<file path="src/rtl/stim_sequencer.sv">
// Scripted KEY/SW stimulus player for vga_demo: replays timed, active-low key presses and switch settings.
// Optional feature macro: STIM_LOOP_EN (when defined, loop=1 replays the script from entry 0 indefinitely).
module stim_sequencer #(
  parameter int NUM_KEYS = 4,
  parameter int SW_W     = 10,
  parameter int DEPTH    = 8,
  parameter int DELAY_W  = 16
) (
  input  logic                                  CLOCK_50,
  input  logic                                  reset,
  input  logic                                  wr_en,
  input  logic [$clog2(DEPTH)-1:0]              wr_addr,
  input  logic [SW_W+NUM_KEYS+2*DELAY_W-1:0]    wr_data,
  input  logic [$clog2(DEPTH):0]                script_len,
  input  logic                                  start,
  input  logic                                  stop,
  input  logic                                  loop,
  output logic [NUM_KEYS-1:0]                   KEY,
  output logic [SW_W-1:0]                       SW,
  output logic                                  busy,
  output logic                                  done,
  output logic [$clog2(DEPTH)-1:0]              cur_idx
);

  localparam int IDX_W   = $clog2(DEPTH);
  localparam int LEN_W   = IDX_W + 1;
  localparam int ENTRY_W = SW_W + NUM_KEYS + 2 * DELAY_W;

`ifdef STIM_LOOP_EN
  localparam logic LOOP_EN = 1'b1;
`else
  localparam logic LOOP_EN = 1'b0;
`endif

  typedef enum logic [1:0] {
    IDLE   = 2'd0,
    GAP    = 2'd1,
    HOLD   = 2'd2,
    FINISH = 2'd3
  } state_t;

  function automatic logic [DELAY_W-1:0] f_gap(input logic [ENTRY_W-1:0] e);
    return e[DELAY_W-1:0];
  endfunction

  // A zero hold still produces a one-cycle press.
  function automatic logic [DELAY_W-1:0] f_hold(input logic [ENTRY_W-1:0] e);
    logic [DELAY_W-1:0] h;
    h = e[2*DELAY_W-1:DELAY_W];
    return (h == {DELAY_W{1'b0}}) ? DELAY_W'(1) : h;
  endfunction

  function automatic logic [NUM_KEYS-1:0] f_mask(input logic [ENTRY_W-1:0] e);
    return e[2*DELAY_W+NUM_KEYS-1:2*DELAY_W];
  endfunction

  function automatic logic [SW_W-1:0] f_sw(input logic [ENTRY_W-1:0] e);
    return e[ENTRY_W-1:2*DELAY_W+NUM_KEYS];
  endfunction

  logic [ENTRY_W-1:0]  mem_r [DEPTH];
  state_t              state_r, state_nxt_s;
  logic [DELAY_W-1:0]  cnt_r, cnt_nxt_s;
  logic [NUM_KEYS-1:0] key_r, key_nxt_s;
  logic [SW_W-1:0]     sw_r, sw_nxt_s;
  logic                busy_r, busy_nxt_s;
  logic                done_r, done_nxt_s;
  logic [IDX_W-1:0]    idx_r, idx_nxt_s;
  logic [LEN_W-1:0]    len_r, len_nxt_s;
  logic [LEN_W-1:0]    idx_p1_s;
  logic                last_s;
  logic                load_s;
  logic [IDX_W-1:0]    load_idx_s;
  logic [ENTRY_W-1:0]  load_entry_s;
  logic [ENTRY_W-1:0]  cur_entry_s;

  assign idx_p1_s     = {1'b0, idx_r} + LEN_W'(1);
  assign last_s       = (idx_p1_s >= len_r);
  assign load_idx_s   = ((state_r == HOLD) && !last_s) ? idx_p1_s[IDX_W-1:0] : {IDX_W{1'b0}};
  assign load_entry_s = mem_r[load_idx_s];
  assign cur_entry_s  = mem_r[idx_r];

  // Script memory: writable only while idle, never cleared by reset.
  always_ff @(posedge CLOCK_50) begin
    if (wr_en && !busy_r) begin
      mem_r[wr_addr] <= wr_data;
    end
  end

  // Next-state and next-output logic for the playback FSM.
  always_comb begin
    state_nxt_s = state_r;
    cnt_nxt_s   = cnt_r;
    key_nxt_s   = key_r;
    sw_nxt_s    = sw_r;
    busy_nxt_s  = busy_r;
    done_nxt_s  = 1'b0;
    idx_nxt_s   = idx_r;
    len_nxt_s   = len_r;
    load_s      = 1'b0;

    if (stop && (state_r != IDLE)) begin
      state_nxt_s = IDLE;
      key_nxt_s   = {NUM_KEYS{1'b1}};
      busy_nxt_s  = 1'b0;
    end else begin
      case (state_r)
        IDLE: begin
          if (start && !stop) begin
            if (script_len != {LEN_W{1'b0}}) begin
              len_nxt_s  = script_len;
              busy_nxt_s = 1'b1;
              idx_nxt_s  = {IDX_W{1'b0}};
              load_s     = 1'b1;
            end else begin
              done_nxt_s = 1'b1;
            end
          end else begin
            state_nxt_s = IDLE;
          end
        end
        GAP: begin
          if (cnt_r <= DELAY_W'(1)) begin
            state_nxt_s = HOLD;
            cnt_nxt_s   = f_hold(cur_entry_s);
            key_nxt_s   = ~f_mask(cur_entry_s);
            sw_nxt_s    = f_sw(cur_entry_s);
          end else begin
            cnt_nxt_s = cnt_r - DELAY_W'(1);
          end
        end
        HOLD: begin
          if (cnt_r <= DELAY_W'(1)) begin
            key_nxt_s = {NUM_KEYS{1'b1}};
            if (!last_s) begin
              idx_nxt_s = idx_p1_s[IDX_W-1:0];
              load_s    = 1'b1;
            end else if (LOOP_EN && loop) begin
              idx_nxt_s = {IDX_W{1'b0}};
              load_s    = 1'b1;
            end else begin
              state_nxt_s = FINISH;
            end
          end else begin
            cnt_nxt_s = cnt_r - DELAY_W'(1);
          end
        end
        FINISH: begin
          state_nxt_s = IDLE;
          busy_nxt_s  = 1'b0;
          done_nxt_s  = 1'b1;
        end
        default: begin
          state_nxt_s = IDLE;
          key_nxt_s   = {NUM_KEYS{1'b1}};
          busy_nxt_s  = 1'b0;
        end
      endcase
    end

    // Starting an entry with no gap presses its keys at the same edge.
    if (load_s) begin
      if (f_gap(load_entry_s) == {DELAY_W{1'b0}}) begin
        state_nxt_s = HOLD;
        cnt_nxt_s   = f_hold(load_entry_s);
        key_nxt_s   = ~f_mask(load_entry_s);
        sw_nxt_s    = f_sw(load_entry_s);
      end else begin
        state_nxt_s = GAP;
        cnt_nxt_s   = f_gap(load_entry_s);
        key_nxt_s   = {NUM_KEYS{1'b1}};
      end
    end else begin
      load_s = 1'b0;
    end
  end

  // State and registered outputs.
  always_ff @(posedge CLOCK_50 or posedge reset) begin
    if (reset) begin
      state_r <= IDLE;
      cnt_r   <= {DELAY_W{1'b0}};
      key_r   <= {NUM_KEYS{1'b1}};
      sw_r    <= {SW_W{1'b0}};
      busy_r  <= 1'b0;
      done_r  <= 1'b0;
      idx_r   <= {IDX_W{1'b0}};
      len_r   <= {LEN_W{1'b0}};
    end else begin
      state_r <= state_nxt_s;
      cnt_r   <= cnt_nxt_s;
      key_r   <= key_nxt_s;
      sw_r    <= sw_nxt_s;
      busy_r  <= busy_nxt_s;
      done_r  <= done_nxt_s;
      idx_r   <= idx_nxt_s;
      len_r   <= len_nxt_s;
    end
  end

  assign KEY     = key_r;
  assign SW      = sw_r;
  assign busy    = busy_r;
  assign done    = done_r;
  assign cur_idx = idx_r;

endmodule

</file>
<file path="config.mk">
export PLATFORM = sky130hd
export DESIGN_NAME = stim_sequencer
export DESIGN_NICKNAME = d
export VERILOG_FILES = /design/src/rtl/stim_sequencer.sv
export SDC_FILE = /design/constraint.sdc
export NUM_CORES = 1
export LEC_CHECK = 0
export ABC_AREA = 0
export BUFFER_PORTS_ARGS = -buffer_cell sky130_fd_sc_hd__buf_2
export CAP_MARGIN = 20
export CORE_MARGIN = 2
export CORE_UTILIZATION = 23
export CTS_BUF_LIST = sky130_fd_sc_hd__clkbuf_4 sky130_fd_sc_hd__clkbuf_8
export CTS_CLUSTER_SIZE = 16
export DETAILED_ROUTE_END_ITERATION = 12
export PLACE_DENSITY = 0.41
export SYNTH_ARGS = -nofsm -noshare
export SYNTH_HDL_FRONTEND = slang
export SYNTH_SLANG_ARGS = --single-unit
</file>
<file path="constraint.sdc">
create_clock -name CLOCK_50 -period 4.2 [get_ports CLOCK_50]
set_input_delay 0.21 -clock CLOCK_50 [delete_from_list [all_inputs] [get_ports CLOCK_50]]
set_output_delay 0.21 -clock CLOCK_50 [all_outputs]
set_load 0.005 [all_outputs]
</file>
Word level (Yosys, flattened, before mapping)
Memories as Yosys holds them, arrays and structs flattened.
Cells that the tools add are included.
Widths: inputs -> output; s select.
{"block": "classes", "add_sub_neg": 2, "n_lt_le_gt_ge": 2, "eq_ne": 15, "muxes": 49, "n_bitwise": 3, "reduce_logical": 23}
{"op": "$mux 16", "n": 7}
{"op": "$mux 10", "n": 5}
{"op": "$logic_not 16->1", "n": 3}
{"op": "$pmux 16 s2", "n": 1}
{"op": "$mux 4", "n": 5}
{"op": "$le 16x1->1 const B", "n": 1}
{"op": "$sub 16x1->16 const B", "n": 1}
{"op": "$mux 3", "n": 5}
{"op": "$mux 2", "n": 7}
{"op": "$mux 1", "n": 13}
{"op": "$reduce_and 3->1", "n": 3}
{"op": "$ne 4x4->1 const B", "n": 2}
{"op": "$not 4->4", "n": 2}
{"op": "$pmux 2 s4", "n": 1}
{"op": "$pmux 4 s2", "n": 1}
{"op": "$reduce_and 4->1", "n": 2}
{"op": "$reduce_bool 4->1", "n": 2}
{"op": "$ne 2x2->1 const B", "n": 3}
{"op": "$ne 3x3->1 const B", "n": 2}
{"op": "$pmux 1 s2", "n": 3}
{"op": "$pmux 3 s2", "n": 1}
{"op": "$reduce_and 6->1", "n": 1}
{"op": "$reduce_bool 3->1", "n": 2}
{"op": "$add 3x1->4 const B", "n": 1}
{"op": "12 further kinds", "n": 20}
{"block": "word_totals", "ff_bits": 41, "ram_bits": 368, "inputBits": 59, "memories": 1}
{"name": "mem_r", "words": 8, "word_bits": 46, "rd": 2, "rd_ports_with_merged_regs": 0, "write_ports": 1, "line_no": "61", "rtl": "logic [ENTRY_W-1:0] mem_r [DEPTH];"}

Depth between registers and ports, before layout
An unclocked memory read counts as a cell.
{"block": "depth", "word_depth": 10, "depth_mapped": 17, "ltp_nobuf": 11}

Worst setup path after synthesis
OpenSTA, ideal clock, no wires.
{"block": "synth_timing", "kind": "reg2reg", "from": "register busy_r, in the netlist busy", "to": "memory mem_r[0][0] (netlist name), enable pin", "setup_time_ns": 0.507, "t_arrival_ns": 4.028, "required_ns": 3.693, "setup_slack_ns": -0.335, "path_stages_with_launch": 3, "n_path_buf": 0, "synth_period_minus_slack_ns": 4.535, "cell_sequence": "dfrtp_1 > or3b_2 > nor3_1"}
{"block": "synth_via", "elab_chain_cells": 4}
{"element": "start: declaration", "line_no": "66", "rtl": "logic busy_r, busy_nxt_s;"}
{"element": "start signal: assignment", "line_no": "194", "rtl": "busy_r <= busy_nxt_s;"}
{"element": "$logic_not 1->1", "line_no": "85", "rtl": "if (wr_en && !busy_r) begin"}
{"element": "$logic_and 1x1->1", "line_no": "85"}
{"element": "$mux 1", "line_no": "85"}
{"element": "$mux 1 (implied by the code)", "line_no": "86", "rtl": "mem_r[wr_addr] <= wr_data;"}
{"element": "end: declaration", "line_no": "61"}
Every way passes these cells.

Worst setup path after layout
{"block": "layout_timing", "from": "register idx_r[0], in the netlist cur_idx[0]", "to": "register sw_r[4], in the netlist SW[4]"}
{"block": "layout_via", "elab_chain_cells": 9, "elab_cells_between_ends": 16}
{"element": "start: declaration", "line_no": "68", "rtl": "logic [IDX_W-1:0] idx_r, idx_nxt_s;"}
{"element": "start signal: assignment", "line_no": "187", "rtl": "idx_r <= {IDX_W{1'b0}};"}
{"element": "start signal: assignment", "line_no": "196", "rtl": "idx_r <= idx_nxt_s;"}
{"element": "$add 3x1->4", "line_no": "77", "rtl": "assign idx_p1_s = {1'b0, idx_r} + LEN_W'(1);"}
{"element": "$ge 4x4->1", "line_no": "78", "rtl": "assign last_s = (idx_p1_s >= len_r);"}
{"element": "$logic_not 1->1"}
{"element": "$logic_and 1x1->1", "line_no": "79", "rtl": "assign load_idx_s = ((state_r == HOLD) && !last_s) ? idx_p1_s[IDX_W-1:0] : {IDX_W{1'b0}};"}
{"element": "$mux 3", "line_no": "79"}
{"element": "$mem_v2 8x46"}
{"element": "$logic_not 16->1", "line_no": "163", "rtl": "if (f_gap(load_entry_s) == {DELAY_W{1'b0}}) begin"}
{"element": "$mux 10", "line_no": "163"}
{"element": "$mux 10 (*)", "line_no": "162", "rtl": "if (load_s) begin"}
{"element": "via sw_nxt_s[4]", "line_no": "65", "rtl": "logic [SW_W-1:0] sw_r, sw_nxt_s;"}
{"element": "end signal: assignment", "line_no": "184", "rtl": "sw_r <= {SW_W{1'b0}};"}
{"element": "end signal: assignment", "line_no": "193", "rtl": "sw_r <= sw_nxt_s;"}
{"element": "end: declaration", "line_no": "65"}
The timed path passes the listed nets; every way through them passes the cells marked *.
A chain may end at the register's enable or synchronous reset.

==> out/summary.txt <==
status: finished, final reports clean
TritonCTS Buffers: 75
FF-to-FF Start: cur_idx[0]$_DFFE_PP0P_
Root Driver: clkbuf_8
CTS tree: done
die span in y: 290.2 um
worst-path cell chain: ha_2 -> xor2_2 -> ha_1 -> o211a_1 -> a211oi_2 -> buf_12 -> o21ai_0 -> a22oi_1 -> nor4_1 -> nand4_2 -> buf_4 -> a2111oi_0 -> a21oi_1
commonest non-fill, non-tap cell in the layout: edfxtp_1
PortBufs: 76
R2R Setup Slk: 350 ps
Synth area leader: edfxtp_1
Place WS: 264.2 ps
asr flop ratio synth: 10.02%
register area share after synthesis: 64.15%
Compound-Gate Fraction of Synth Area: 13.09%
end point of the worst hold path: mem_r[1][43]$_DFFE_PP_
Worst R2R End: SW[4]$_DFF_PP0_
Slew Viols, Final: 0
DR vias/cell: 4.860
Post-Route WL: 60280 um
Net Count, Synth: 1500
Power Dens Cells: 596.4 nW/um^2
area grow syn2layout: 20.87%
Synth area leaders: edfxtp_1 59%, mux4_2 6.5%, dfrtp_1 4.9%, nand2_1 4.5%, o21ai_0 2.8%
CP endpoint kind: register
synthesized area: 18830 sq um
hold path depth: 3
number of global-route vias before repair: 13450
Hold WS: 131.6 ps
Reg2Reg Depth: 13
share of layout cells above drive strength 1: 22.23%
Longest Clk Path Bufs: 3
critical path arrival: 4360 ps
die area: 84190 sq um
# setup viols final: 0
I/O Pins: 78
peak supply drop: 0.4883 mV
XOR/XNOR Fraction of Synth Area: 0.08637%
Mapped Cells: 1430
#FFs+latches synth: 409
type of the most critical hold path: in -> reg
DR pass1 iterations: 5
Post-DP HPWL: 36780 um
Avg Cell Area, Syn: 13.17 sq um
HP Start: wr_addr[2]
RSZ-0062 raised after global routing: false
worst path required time: 4710 ps
total vias in the final route: 13180
fill cell count: 8259
Max Freq: 260.0 MHz
post-synthesis mux area share: 9.374%
initial antenna violation count: 3
routed wire length per instance: 22.23 um
CP max FO: 22
total gr overflow: 0
largest family of logic cells by synthesized area: compound AO/OA/AOI/OAI gates
ys flop type: edfxtp_1
final worst slack: 354.1 ps
Post-Synth Adder-Cell Area: 0.7308%
CP Launch Type: register
endpoints failing hold: 0
Slew headroom: 36.39%
post-route DRC violation count: 0
DR iter-0 viols: 875
Setup CP Type: reg -> reg
row cnt: 104
GR Util All Layers: 14.21%
Critical Path Max Stage Delay: 510 ps
largest net degree at the start of global routing: 70
Simple-Gate Fraction of Synth Area: 9.839%
final net count: 1665
EDFF count, synth: 368
Syn. warnings: 0
Yosys cell types: 75
Max-Cap Viols: 0
Yosys top cell area share: 58.68%
clock sink count: 409
Leak: 7.579 nW
TNS Setup: 0 ps
# H-tree levels: 3
core area: 80810 sq um
Chip Width: 290.2 um
commonest non-fill, non-tap cells in the layout: 368 x edfxtp_1, 224 x nand2_1, 106 x o21ai_0
Tcrit/Tclk final: 91.57%
clk slew on worst S/H paths: 60 ps
RePlAce Congestion: 0.8107
Initial Util: 23.31%
post-layout minimum cycle time: 3846 ps
Slowest cell on crit path: dfrtp_4
latest clock arrival within the worst-skew pair: 660 ps
clock skew: 34.37 ps
remaining antenna violation count: 0
total power draw: 13.58 mW
global-route wire length before repair: 89490 um
measured slew at the worst slew-check pin: 954.1 ps
-- kinds of logic after synthesis --
logic type               Yosys count
multiplexers                     107
AO/OA/AOI/OAI                    369
flip-flops                       409
buffers and inverters            115
XOR/XNOR                           1
adder cells (fa/ha/maj)           11
AND/OR/NAND/NOR                  418
-- metrics by stage --
stage,cell area [sq um],utilization [%],instances
floorplan,18840,-,1430
global placement,20640,25.55,2520
detailed placement,20640,25.55,2520
CTS,22740,28.15,2710
global route,22760,28.17,2712
finish,22760,28.17,2712
-- how the worst max path moves through the flow --
stage / start / to / slack, ps
2_1_floorplan: cur_idx[2]$_DFFE_PP0P_ / SW[0]$_DFF_PP0_ / 260
3_3_place_gp: cur_idx[0]$_DFFE_PP0P_ / SW[0]$_DFF_PP0_ / 350
3_5_place_dp: cur_idx[0]$_DFFE_PP0P_ / SW[0]$_DFF_PP0_ / 260
4_1_cts: cur_idx[1]$_DFFE_PP0P_ / SW[0]$_DFF_PP0_ / 240
5_1_grt: cur_idx[1]$_DFFE_PP0P_ / SW[6]$_DFF_PP0_ / 40
6_report: cur_idx[0]$_DFFE_PP0P_ / SW[4]$_DFF_PP0_ / 350
-- report_power, final --
group          internal, mW  leakage, nW  switching (mW)
logic                  1.65         2.93            3.11
clock network          2.21        0.803            1.72
registers              4.72         3.84           0.176
total                  8.58         7.58            5.00
-- metal layers --
metal / up-vias / share of wire [%] / GRT usage, %
met4: 4 / 1.8 / 4.268
met5: - / 0.028 / 0
met1: 6740 / 45 / 18.81
met2: 391 / 48 / 23.82
met3: 78 / 4.5 / 2.344
li1: 5967 / - / -
-- Yosys cell counts (5+ instances only) --
| cell type | number |
|---|---|
| mux4_2 | 54 |
| o221ai_1 | 30 |
| mux2i_1 | 38 |
| o21ai_0 | 106 |
| a2111oi_0 | 12 |
| mux2_2 | 15 |
| nor3_1 | 13 |
| a221oi_1 | 20 |
| a22oi_1 | 22 |
| clkbuf_1 | 56 |
| nor4_1 | 9 |
| buf_2 | 29 |
| buf_1 | 7 |
| and3_1 | 13 |
| nand4_1 | 5 |
| a21oi_1 | 61 |
| nand2b_1 | 6 |
| dfrtp_1 | 37 |
| ha_1 | 11 |
| a32oi_1 | 18 |
| a311oi_1 | 10 |
| nand2_1 | 224 |
| nor2_1 | 60 |
| nand3_1 | 60 |
| o22ai_1 | 43 |
| edfxtp_1 | 368 |
| inv_1 | 12 |
| a31oi_1 | 5 |
-- flip-flops by register name (all words and copies together), names as in the netlist --
| name | count |
|---|---|
| mem_r | 368 |
| cnt_r | 16 |
| SW | 10 |
| KEY | 4 |
| len_r | 4 |
| cur_idx | 3 |
| state_r | 2 |
| busy | 1 |
| done | 1 |
-- timing repair --
| action | CTS | global route |
|---|---|---|
| endpoints found under the hold margin | 392 | 0 |
| hold buffers | 57 | 0 |
| buffers inserted | 0 | 0 |
| setup endpoints to repair | 0 | 2 |
| gates resized for setup | 0 | 2 |
-- worst max-delay path, delay by kind of cell, from the launching register on --
| kind | cells | cell delay (ps) |
|---|---|---|
| compound gates | 6 | 1220 |
| simple gates | 2 | 760 |
| fa+ha+maj | 2 | 530 |
| flops | 1 | 510 |
| buf+inv | 2 | 480 |
| xor+xnor | 1 | 190 |
-- cell type report --
cell class	instances	area (sq um)	share of cell area, %
well taps	1060	1326	5.826
flip-flops and latches	409	12090	53.11
clock buffers	102	1266	5.562
multi-input cells	906	6339	27.84
clock inverters	31	262.8	1.154
diodes	1	2.502	0.01099
repair buffers	188	1421	6.244
inverters	15	56.30	0.2473
No activity file was read; power rests on OpenSTA's default activity.
